## config.mk

```make
export PLATFORM = sky130hd
export DESIGN_NAME = xwalk_scheduler
export DESIGN_NICKNAME = d
export VERILOG_FILES = /design/src/rtl/xwalk_scheduler_pkg.sv /design/src/rtl/xwalk_scheduler_sync_edge.sv /design/src/rtl/xwalk_scheduler.sv
export SDC_FILE = /design/constraint.sdc
export NUM_CORES = 1
export LEC_CHECK = 0
export ABC_CLOCK_PERIOD_IN_PS = 1800
export CORE_MARGIN = 3
export CORE_UTILIZATION = 45
export CTS_CLUSTER_DIAMETER = 30
export CTS_CLUSTER_SIZE = 20
export DETAILED_ROUTE_END_ITERATION = 8
export GPL_TIMING_DRIVEN = 0
export HOLD_SLACK_MARGIN = 0.03
export PLACE_DENSITY_LB_ADDON = 0.3
export RECOVER_POWER = 50
export SLEW_MARGIN = 20
export SYNTH_ARGS = -nofsm -noshare
export SYNTH_HDL_FRONTEND = slang
export SYNTH_SLANG_ARGS = --single-unit
```

## constraint.sdc

```tcl
create_clock -name clk -period 1.8 [get_ports clk]
set_clock_uncertainty 0.2 [all_clocks]
set_input_delay 0.18 -clock clk [delete_from_list [all_inputs] [get_ports clk]]
set_output_delay 0.18 -clock clk [all_outputs]
set_load 0.01 [all_outputs]
```

## src/rtl/xwalk_scheduler_pkg.sv

```systemverilog
// xwalk_scheduler_pkg
//   Shared definitions for the crosswalk scheduler: the phase state
//   encoding, the default phase durations and a constant clog2 helper.
//   The PREEMPT state exists only when XWALK_PREEMPT_EN is defined.
package xwalk_scheduler_pkg;

  localparam int DEF_T_GREEN  = 8;
  localparam int DEF_T_YELLOW = 3;
  localparam int DEF_T_CLEAR  = 2;
  localparam int DEF_T_WALK   = 6;
  localparam int DEF_T_FLASH  = 4;

  typedef enum logic [2:0] {
    ST_CAR_GREEN  = 3'd0,
    ST_CAR_YELLOW = 3'd1,
    ST_ALL_RED1   = 3'd2,
    ST_WALK       = 3'd3,
    ST_WALK_END   = 3'd4,
    ST_ALL_RED2   = 3'd5
`ifdef XWALK_PREEMPT_EN
    , ST_PREEMPT  = 3'd6
`endif
  } state_e;

  // Ceiling log2, usable in constant expressions; clog2(1) = 0.
  function automatic int clog2(input int v);
    int r;
    int x;
    r = 0;
    x = v - 1;
    while (x > 0) begin
      r = r + 1;
      x = x >> 1;
    end
    return r;
  endfunction

  function automatic int imax(input int a, input int b);
    return (a > b) ? a : b;
  endfunction

endpackage

```

## src/rtl/xwalk_scheduler_sync_edge.sv

```systemverilog
// sync_edge
//   Two-flop synchroniser for an asynchronous level input, plus a
//   one-cycle pulse on the synchronised rising edge.
//   clk   : rising-edge clock
//   rst_n : asynchronous active-low reset (all flops to 0)
//   d     : asynchronous input level
//   level : synchronised level
//   rise  : single-cycle pulse when level goes 0 -> 1
module sync_edge (
  input  logic clk,
  input  logic rst_n,
  input  logic d,
  output logic level,
  output logic rise
);

  logic meta_q, meta_d;
  logic sync_q, sync_d;
  logic prev_q, prev_d;

  always_comb begin
    meta_d = d;
    sync_d = meta_q;
    prev_d = sync_q;
  end

  always_ff @(posedge clk or negedge rst_n) begin
    if (!rst_n) begin
      meta_q <= 1'b0;
      sync_q <= 1'b0;
      prev_q <= 1'b0;
    end else begin
      meta_q <= meta_d;
      sync_q <= sync_d;
      prev_q <= prev_d;
    end
  end

  assign level = sync_q;
  // A held-high input produces exactly one pulse.
  assign rise  = sync_q & ~prev_q;

endmodule

```

## src/rtl/xwalk_scheduler.sv

```systemverilog
// xwalk_scheduler
//   Pedestrian-crossing scheduler driving the vehicle and walk heads of
//   one crosswalk. Latches push-button requests, enforces a minimum
//   vehicle green and sequences yellow / all-red / walk / orange-walk /
//   all-red from one saturating down-counter.
//   Optional feature macro: XWALK_PREEMPT_EN (adds preempt port and the
//   PREEMPT state).
// Ports:
//   clk                              rising-edge clock
//   reset                            asynchronous active-low reset
//   button                           async push-button level
//   preempt                          async emergency preemption (macro only)
//   car_green/car_yellow/car_red     vehicle head, one-hot
//   green_walk/orange_walk/red_hand  pedestrian head, one-hot
//   req_pending                      latched request ("wait" lamp)
module xwalk_scheduler
  import xwalk_scheduler_pkg::*;
#(
  parameter int T_GREEN  = DEF_T_GREEN,
  parameter int T_YELLOW = DEF_T_YELLOW,
  parameter int T_CLEAR  = DEF_T_CLEAR,
  parameter int T_WALK   = DEF_T_WALK,
  parameter int T_FLASH  = DEF_T_FLASH
) (
  input  logic clk,
  input  logic reset,
  input  logic button,
`ifdef XWALK_PREEMPT_EN
  input  logic preempt,
`endif
  output logic car_green,
  output logic car_yellow,
  output logic car_red,
  output logic green_walk,
  output logic orange_walk,
  output logic red_hand,
  output logic req_pending
);

  if (T_GREEN < 1 || T_YELLOW < 1 || T_CLEAR < 1 || T_WALK < 1 || T_FLASH < 1) begin : g_bad_duration
    $error("xwalk_scheduler: every phase duration must be at least 1");
  end

  localparam int T_MAX = imax(imax(imax(T_GREEN, T_YELLOW), imax(T_CLEAR, T_WALK)), T_FLASH);
  localparam int CW    = (clog2(T_MAX) < 1) ? 1 : clog2(T_MAX);

  typedef logic [CW-1:0] cnt_t;

  // Counter load value for a freshly entered state.
  function automatic cnt_t dur_m1(input state_e s);
    case (s)
      ST_CAR_GREEN:  return cnt_t'(T_GREEN - 1);
      ST_CAR_YELLOW: return cnt_t'(T_YELLOW - 1);
      ST_ALL_RED1:   return cnt_t'(T_CLEAR - 1);
      ST_WALK:       return cnt_t'(T_WALK - 1);
      ST_WALK_END:   return cnt_t'(T_FLASH - 1);
      ST_ALL_RED2:   return cnt_t'(T_CLEAR - 1);
      default:       return '0;
    endcase
  endfunction

  state_e state_q, state_d;
  cnt_t   cnt_q, cnt_d;
  logic   req_q, req_d;
  logic   btn_level_unused;
  logic   btn_rise;
  logic   pre_s;
  logic   expired;

  sync_edge u_btn_sync (
    .clk   (clk),
    .rst_n (reset),
    .d     (button),
    .level (btn_level_unused),
    .rise  (btn_rise)
  );

`ifdef XWALK_PREEMPT_EN
  logic pre_rise_unused;
  sync_edge u_pre_sync (
    .clk   (clk),
    .rst_n (reset),
    .d     (preempt),
    .level (pre_s),
    .rise  (pre_rise_unused)
  );
`else
  assign pre_s = 1'b0;
`endif

  assign expired = (cnt_q == '0);

  // Next state: preempt outranks counter expiry, which outranks the request.
  always_comb begin
    state_d = state_q;
    cnt_d   = expired ? '0 : cnt_q - cnt_t'(1);
    case (state_q)
      ST_CAR_GREEN: begin
        if (pre_s)                   state_d = ST_CAR_YELLOW;
        else if (expired && req_q)   state_d = ST_CAR_YELLOW;
      end
      ST_CAR_YELLOW: if (expired) state_d = ST_ALL_RED1;
      ST_ALL_RED1: begin
        if (expired) begin
          state_d = ST_WALK;
`ifdef XWALK_PREEMPT_EN
          if (pre_s) state_d = ST_PREEMPT;
`endif
        end
      end
      ST_WALK:     if (pre_s || expired) state_d = ST_WALK_END;
      ST_WALK_END: if (expired) state_d = ST_ALL_RED2;
      ST_ALL_RED2: begin
        if (expired) begin
          state_d = ST_CAR_GREEN;
`ifdef XWALK_PREEMPT_EN
          if (pre_s) state_d = ST_PREEMPT;
`endif
        end
      end
`ifdef XWALK_PREEMPT_EN
      ST_PREEMPT: if (!pre_s) state_d = ST_CAR_GREEN;
`endif
      default: state_d = ST_CAR_GREEN;
    endcase
    // Any state change reloads the counter, giving the new state its full duration.
    if (state_d != state_q) cnt_d = dur_m1(state_d);
  end

  // Request latch: presses during the walk phases are dropped; entering
  // WALK services the request, and that clear beats a same-cycle set.
  always_comb begin
    req_d = req_q;
    if (btn_rise && state_q != ST_WALK && state_q != ST_WALK_END) req_d = 1'b1;
    if (state_d == ST_WALK && state_q != ST_WALK)                 req_d = 1'b0;
  end

  always_ff @(posedge clk or negedge reset) begin
    if (!reset) begin
      state_q <= ST_CAR_GREEN;
      cnt_q   <= cnt_t'(T_GREEN - 1);
      req_q   <= 1'b0;
    end else begin
      state_q <= state_d;
      cnt_q   <= cnt_d;
      req_q   <= req_d;
    end
  end

  // Heads decoded from registered state only, so reset acts on them at once.
  always_comb begin
    car_green   = 1'b0;
    car_yellow  = 1'b0;
    car_red     = 1'b0;
    green_walk  = 1'b0;
    orange_walk = 1'b0;
    red_hand    = 1'b0;
    case (state_q)
      ST_CAR_GREEN:  begin car_green  = 1'b1; red_hand    = 1'b1; end
      ST_CAR_YELLOW: begin car_yellow = 1'b1; red_hand    = 1'b1; end
      ST_WALK:       begin car_red    = 1'b1; green_walk  = 1'b1; end
      ST_WALK_END:   begin car_red    = 1'b1; orange_walk = 1'b1; end
      default:       begin car_red    = 1'b1; red_hand    = 1'b1; end
    endcase
  end

  assign req_pending = req_q;

endmodule

```

==> flow_metrics.env, run 1 <==
export IMPL_slowest_delay_ps=380
export IMPL_dp_hpwl_um=863
export IMPL_fin_hold_ws_ps=170
export IMPL_netlist_area_um2=609
export IMPL_wl_per_cell_um=15.8
export IMPL_numPortBuffers=9
export IMPL_r2r_end="cnt_q[0]$_DFF_PN1_"
export IMPL_r2r_start="cnt_q[1]$_DFF_PN1_"
export IMPL_pre_cts_slack_ps=-174
export IMPL_cp_data_arrival_time_ps=1980
export IMPL_max_cap_violations=0
export IMPL_synth_nets=63
export IMPL_cts_sinks=10
export IMPL_die_h_um=42.8
export IMPL_finalNetCount=90
export IMPL_grt_max_degree=11
export IMPL_setup_viol=2
export IMPL_mostFrequentLayoutCell="buf_4"
export IMPL_critPathCaptureType="flip-flop"
export IMPL_synth_top_area_cell="dfrtp_1"
export IMPL_cts_root_buf="clkbuf_4"
export IMPL_antenna_found_initial=0
export IMPL_drive_gt1_share_pct=50.6
export IMPL_total_leakage_power_nw=0.398
export IMPL_gp_congestion=0.787
export IMPL_die_width_um=42.8
export IMPL_drt_iter0_markers=31
export IMPL_fmax_mhz=503
export IMPL_fin_crit_sh_pct=111
export IMPL_vias=571
export IMPL_layout_common_cells="buf_4 (13), dfrtp_1 (7), nor2_1 (5), buf_2 (5)"
export IMPL_start_util_pct=51.4
export IMPL_cp_required_ps=1790
export IMPL_fin_total_pwr_mw=1.93
export IMPL_cts_tree="yes"
export IMPL_hold_depth=0
export IMPL_hold_end="u_btn_sync.level$_DFF_PN0_"
export IMPL_antennaDiodeCount=0
export IMPL_syn_to_final_growth_pct=43.5
export IMPL_yosysSeqAreaShare_pct=41.7
export IMPL_drt_wl_total_um=1570
export IMPL_syn_area_per_cell_um2=10.3
export IMPL_final_max_slew_viol_count=0
export IMPL_cp_cell_sequence="nor3_4 > buf_6 > nand2_4 > xor2_1 > nor2_1 > ha_2 > a221oi_2 > o41ai_2"
export IMPL_ir_worst_vdd_v=0.00112
export IMPL_h_tree_depth=1
export IMPL_postLayoutSetupSlackWorst_ps=-189
export IMPL_fin_tns_setup_ps=-266
export IMPL_path_class="flip-flop to flip-flop"
export IMPL_violations="setup timing"
export IMPL_final_util_pct=73.7
export IMPL_clock_latency_ps=260
export IMPL_synth_cells=59
export IMPL_synth_main_ff_cell="dfrtp_1"
export IMPL_cts_buffers=3
export IMPL_power_density_mw_per_mm2=2200
export IMPL_ys_ff_latch=10
export IMPL_synth_top_area_share_pct=28.7
export IMPL_finalHoldViolCount=0
export IMPL_viasPerCell=5.77
export IMPL_synth_cell_types=34
export IMPL_rows=12
export IMPL_rsz0062_at_grt="yes"
export IMPL_ys_top_cells_by_area="dfrtp_1 (29%), dfstp_2 (13%), buf_6 (5.5%), nor3b_1 (3.7%), nor3_2 (3.3%)"
export IMPL_ios=10
export IMPL_dr_pass1_iters=4
export IMPL_drtAntennaViolNets=0
export IMPL_min_from="u_btn_sync.meta_q$_DFF_PN0_"
export IMPL_synth_edf_count=0
export IMPL_worstSetupStartpoint="cnt_q[1]$_DFF_PN1_"
export IMPL_start_kind="flip-flop"
export IMPL_status="complete, but fails checks"
export IMPL_synthArstFlopShare_pct=100
export IMPL_ff2ff_path_depth=8
export IMPL_clockBufferDepth=2
export IMPL_core_area_mm2=0.00119
export IMPL_hold_path_class="flip-flop to flip-flop"
export IMPL_drc=0
export IMPL_grt_pass1_wl_um=2390
export IMPL_cts_clk_slew_worst_paths_ps=60
export IMPL_grt_ovfl_total=0
export IMPL_slew_headroom_pct=69.5
export IMPL_worstPathMaxFanout=3
export IMPL_ys_warn_count=0
export IMPL_min_period_ps=1990
export IMPL_tightest_slew_ps=456
export IMPL_grt_pass1_vias=541
export IMPL_reg2reg_slack_ps=-190
export IMPL_die_area_mm2=0.00183
export IMPL_crit_slowest_cell="dfstp_2"
export IMPL_track_usage_pct=17.7
sequential cells by signal (all words and copies together) (netlist names):
name and cells:
cnt_q 3, req_pending 1, state_q 3, u_btn_sync.level 1, u_btn_sync.meta_q 1, u_btn_sync.prev_q 1
synthesized netlist by cell type (2+ instances only):
cell / instances
buf_6: 3
nand2_1: 4
nor3_2: 2
dfrtp_1: 7
o21ai_0: 4
a21oi_1: 3
nor2_1: 5
dfstp_2: 3
nor3b_1: 3
cell type report:
type	instances	area, um2
Fill cell	85	312
Multi-Input combinational cell	44	358
Buffer	3	30.0
Tap cell	14	17.5
Sequential cell	10	254
Clock buffer	4	36.3
Timing Repair Buffer	23	175
Inverter	1	3.75
cells by family (layout without fill, tap and decap cells):
group	Yosys count	in the layout	synth area share, %
simple gates	24	24	25.1
compound gates	18	18	22.4
flops	10	10	41.7
buf+inv	5	31	7.39
fa+ha+maj	1	1	2.05
xor+xnor	1	1	1.44
worst max-delay path by stage:
stage	end	slack [ps]	cells past startpoint
after floorplan	cnt_q[0]$_DFF_PN1_	-30	8
after global placement	cnt_q[0]$_DFF_PN1_	-180	8
after detailed placement	cnt_q[0]$_DFF_PN1_	-170	8
after CTS	cnt_q[0]$_DFF_PN1_	-110	8
after global routing	cnt_q[0]$_DFF_PN1_	-220	8
final	cnt_q[0]$_DFF_PN1_	-190	8
worst max-delay path, delay by kind of cell, from the launching register on:
family | cells | cell delay (ps)
simple gates | 3 | 470
flops | 1 | 380
fa+ha+maj | 1 | 300
compound gates | 2 | 270
xor+xnor | 1 | 150
buf+inv | 1 | 140
where the power goes:
| part | leakage, nW | internal (mW) | switching, mW | total [mW] |
|---|---|---|---|---|
| Combinational | 0.263 | 0.663 | 0.644 | 1.31 |
| Sequential | 0.114 | 0.329 | 0.0904 | 0.420 |
| Clock | 0.0210 | 0.123 | 0.0763 | 0.199 |
what timing repair did:
action | in CTS | in global routing
gates cloned | 0 | 0
buffers inserted | 6 | 7
resized for setup | 31 | 1
hold buffers | 1 | 0
pin swaps | 0 | 4
endpoints found under the hold margin | 7 | 0
setup endpoints to repair | 9 | 6
through the flow:
step,cell area [um2],std cells
2_1_floorplan,612,59
3_3_place_gp,719,82
3_5_place_dp,719,82
4_1_cts,830,93
5_1_grt,875,99
6_report,875,99
metal layers:
layer | share of wire, % | track usage, % | up-vias | wire [um]
li1 | - | - | 268 | -
met1 | 45 | 23.0 | 274 | 701
met2 | 44 | 24.6 | 23 | 690
met3 | 6.9 | 4.24 | 6 | 109
met4 | 4.3 | 13.7 | 0 | 68
met5 | 0 | 0 | - | 0
Power figures use the tool's default switching activity.
==> run 2: changes to the inputs <==
Settings changed: CORE_MARGIN 3 to 5.
==> run 2 against run 1 <==
Against the previous run: the flow still finishes with violations (setup timing); via count shrank 10%; cell count shrank 5.1%; hold slack lost 77 ps; critical path type unchanged; non-clock buffer count shrank 6; sequential share of layout area grew 1.1 points; first-iteration DRC count shrank 48%; critical path depth is the same.
==> flow_metrics.env, run 2 (synthesized netlist as in run 1, its figures left out) <==
export IMPL_instances_no_fill=94
export IMPL_hold_path_class="input port to async pin"
export IMPL_min_period_ps=1910
export IMPL_power_density_mw_per_mm2=2140
export IMPL_grt_ovfl_total=0
export IMPL_slowest_delay_ps=380
export IMPL_place_inst=83
export IMPL_cp_data_arrival_time_ps=1900
export IMPL_gp_congestion=0.798
export IMPL_path_delay_family="simple AND/OR/NAND/NOR gates"
export IMPL_grt_max_degree=11
export IMPL_power_share_clock_pct=11.2
export IMPL_dr_pass1_iters=4
export IMPL_cts_tree="yes"
export IMPL_finalNetCount=84
export IMPL_cp_required_ps=1790
export IMPL_h_tree_depth=1
export IMPL_clockBufferDepth=2
export IMPL_layout_common_cells="buf_4 (8), dfrtp_1 (7), nor2_1 (4)"
export IMPL_finalHoldViolCount=0
export IMPL_power_switching_uw=751
export IMPL_top_layer_used="met4"
export IMPL_wl_met1_um=621
export IMPL_antennaDiodeCount=0
export IMPL_dp_hpwl_um=857
export IMPL_drt_iter0_markers=16
export IMPL_final_util_pct=65.5
export IMPL_met3_length_um=48
export IMPL_postLayoutSetupSlackWorst_ps=-110
export IMPL_final_max_slew_viol_count=0
export IMPL_fin_crit_sh_pct=106
export IMPL_path_class="flip-flop to flip-flop"
export IMPL_fin_total_pwr_mw=1.80
export IMPL_ff2ff_path_depth=8
export IMPL_critPathCaptureType="flip-flop"
export IMPL_crit_slowest_cell="dfstp_2"
export IMPL_rsz0062_at_grt="yes"
export IMPL_cp_cell_sequence="nor3_4 > buf_6 > nand2_4 > xor2_2 > nor2_2 > ha_4 > a221oi_2 > o41ai_2"
export IMPL_status="complete, but fails checks"
export IMPL_violations="setup timing"
export IMPL_fin_area_um2=842
export IMPL_combPwrFrac_pct=65.8
export IMPL_vias=513
export IMPL_ios=10
export IMPL_slew_headroom_pct=70.0
export IMPL_drive_gt1_share_pct=46.8
export IMPL_grt_pass1_vias=477
export IMPL_cts_sinks=10
export IMPL_total_leakage_power_nw=0.365
export IMPL_syn_to_final_growth_pct=38.2
export IMPL_clock_latency_ps=260
export IMPL_fill_cells=97
export IMPL_mostFrequentLayoutCell="buf_4"
export IMPL_track_usage_pct=14.6
export IMPL_cts_root_buf="clkbuf_4"
export IMPL_max_cap_violations=0
export IMPL_place_area_um2=721
export IMPL_die_area_mm2=0.00219
export IMPL_antenna_found_initial=0
export IMPL_cts_buffers=3
export IMPL_die_h_um=46.8
export IMPL_worstPathMaxFanout=3
export IMPL_critPathBufInv=1
export IMPL_wl_met2_um=645
export IMPL_pre_cts_slack_ps=-181
export IMPL_drt_wl_total_um=1350
export IMPL_ir_worst_vdd_v=0.00112
export IMPL_viasPerCell=5.46
export IMPL_numPortBuffers=9
export IMPL_core_area_mm2=0.00128
export IMPL_drtAntennaViolNets=0
export IMPL_r2r_end="cnt_q[0]$_DFF_PN1_"
export IMPL_tightest_slew_ps=449
export IMPL_start_util_pct=47.4
export IMPL_start_kind="flip-flop"
export IMPL_seqPwrFrac_pct=23.0
export IMPL_worstSetupStartpoint="cnt_q[1]$_DFF_PN1_"
export IMPL_drc=0
export IMPL_die_width_um=46.8
export IMPL_reg2reg_slack_ps=-110
export IMPL_fmax_mhz=524
export IMPL_p_int_mw=1.05
export IMPL_setup_viol=1
export IMPL_r2r_start="cnt_q[1]$_DFF_PN1_"
export IMPL_hold_buffers=0
export IMPL_rows=13
export IMPL_reg_top3="cnt_q: 3 flops, state_q: 3 flops"
export IMPL_grt_pass1_wl_um=2170
export IMPL_switching_share_pct=41.6
export IMPL_wl_per_cell_um=14.4
export IMPL_cts_clk_slew_worst_paths_ps=70
## run 2: stage by stage
stage	hold WS [ps]	setup TNS, ps
after floorplan	-316	-33.8
after global placement	142	-376
after detailed placement	145	-372
after CTS	32.4	-121
after global routing	123	-259
final	93.5	-110
## run 2: final cells by class
cell class	instances	area, um2	share of cell area (%)
plain buffers	4	41.3	4.90
clock buffers	4	36.3	4.31
inverters	1	3.75	0.446
multi-input cells	44	358	42.5
flip-flops and latches	10	254	30.2
well taps	15	18.8	2.23
repair buffers	16	130	15.5
## run 2: how the worst max path moves through the flow
| stage | to | slack [ps] | depth (start not counted) |
|---|---|---|---|
| floorplan | cnt_q[0]$_DFF_PN1_ | -30 | 8 |
| global placement | cnt_q[0]$_DFF_PN1_ | -180 | 7 |
| detailed placement | cnt_q[0]$_DFF_PN1_ | -180 | 7 |
| CTS | cnt_q[0]$_DFF_PN1_ | -120 | 8 |
| global route | cnt_q[0]$_DFF_PN1_ | -170 | 8 |
| finish | cnt_q[0]$_DFF_PN1_ | -110 | 8 |
## run 2: power by group through the flow
| stage | Clock, mW | Sequential [mW] | Combinational (mW) |
|---|---|---|---|
| detailed placement | 0 | 0.435 | 0.974 |
| global placement | 0 | 0.434 | 0.961 |
| CTS | 0.209 | 0.413 | 1.06 |
| finish | 0.202 | 0.415 | 1.19 |
| global route | 0.218 | 0.423 | 1.31 |
| floorplan | 0 | 0.419 | 0.702 |
## run 2: worst register-to-register path, cell delays in order (launching register included)
cell,delay (ps)
dfstp_2,380
nor3_4,200
buf_6,140
nand2_4,60
xor2_2,180
nor2_2,180
ha_4,220
a221oi_2,190
o41ai_2,80
## run 2: what timing repair did
item,4_1_cts,5_1_grt
setup buffers,5,2
resized for setup,18,5
pin swaps,1,2
endpoints found under the setup margin,9,7
## run 2: layer usage
metal / global-route usage [%] / vias up
met5: 0 / -
li1: - / 253
met2: 20.6 / 10
met4: 9.94 / 0
met1: 19.8 / 245
met3: 3.45 / 5
==> run 3: changes to the inputs <==
Settings changed: CTS_BUF_LIST set to sky130_fd_sc_hd__clkbuf_4 sky130_fd_sc_hd__clkbuf_8 sky130_fd_sc_hd__clkbuf_16, CTS_CLUSTER_SIZE 20 to not set.
==> results of run 3 <==
No change in the layout: final DEF, timing and power equal those of run 2.
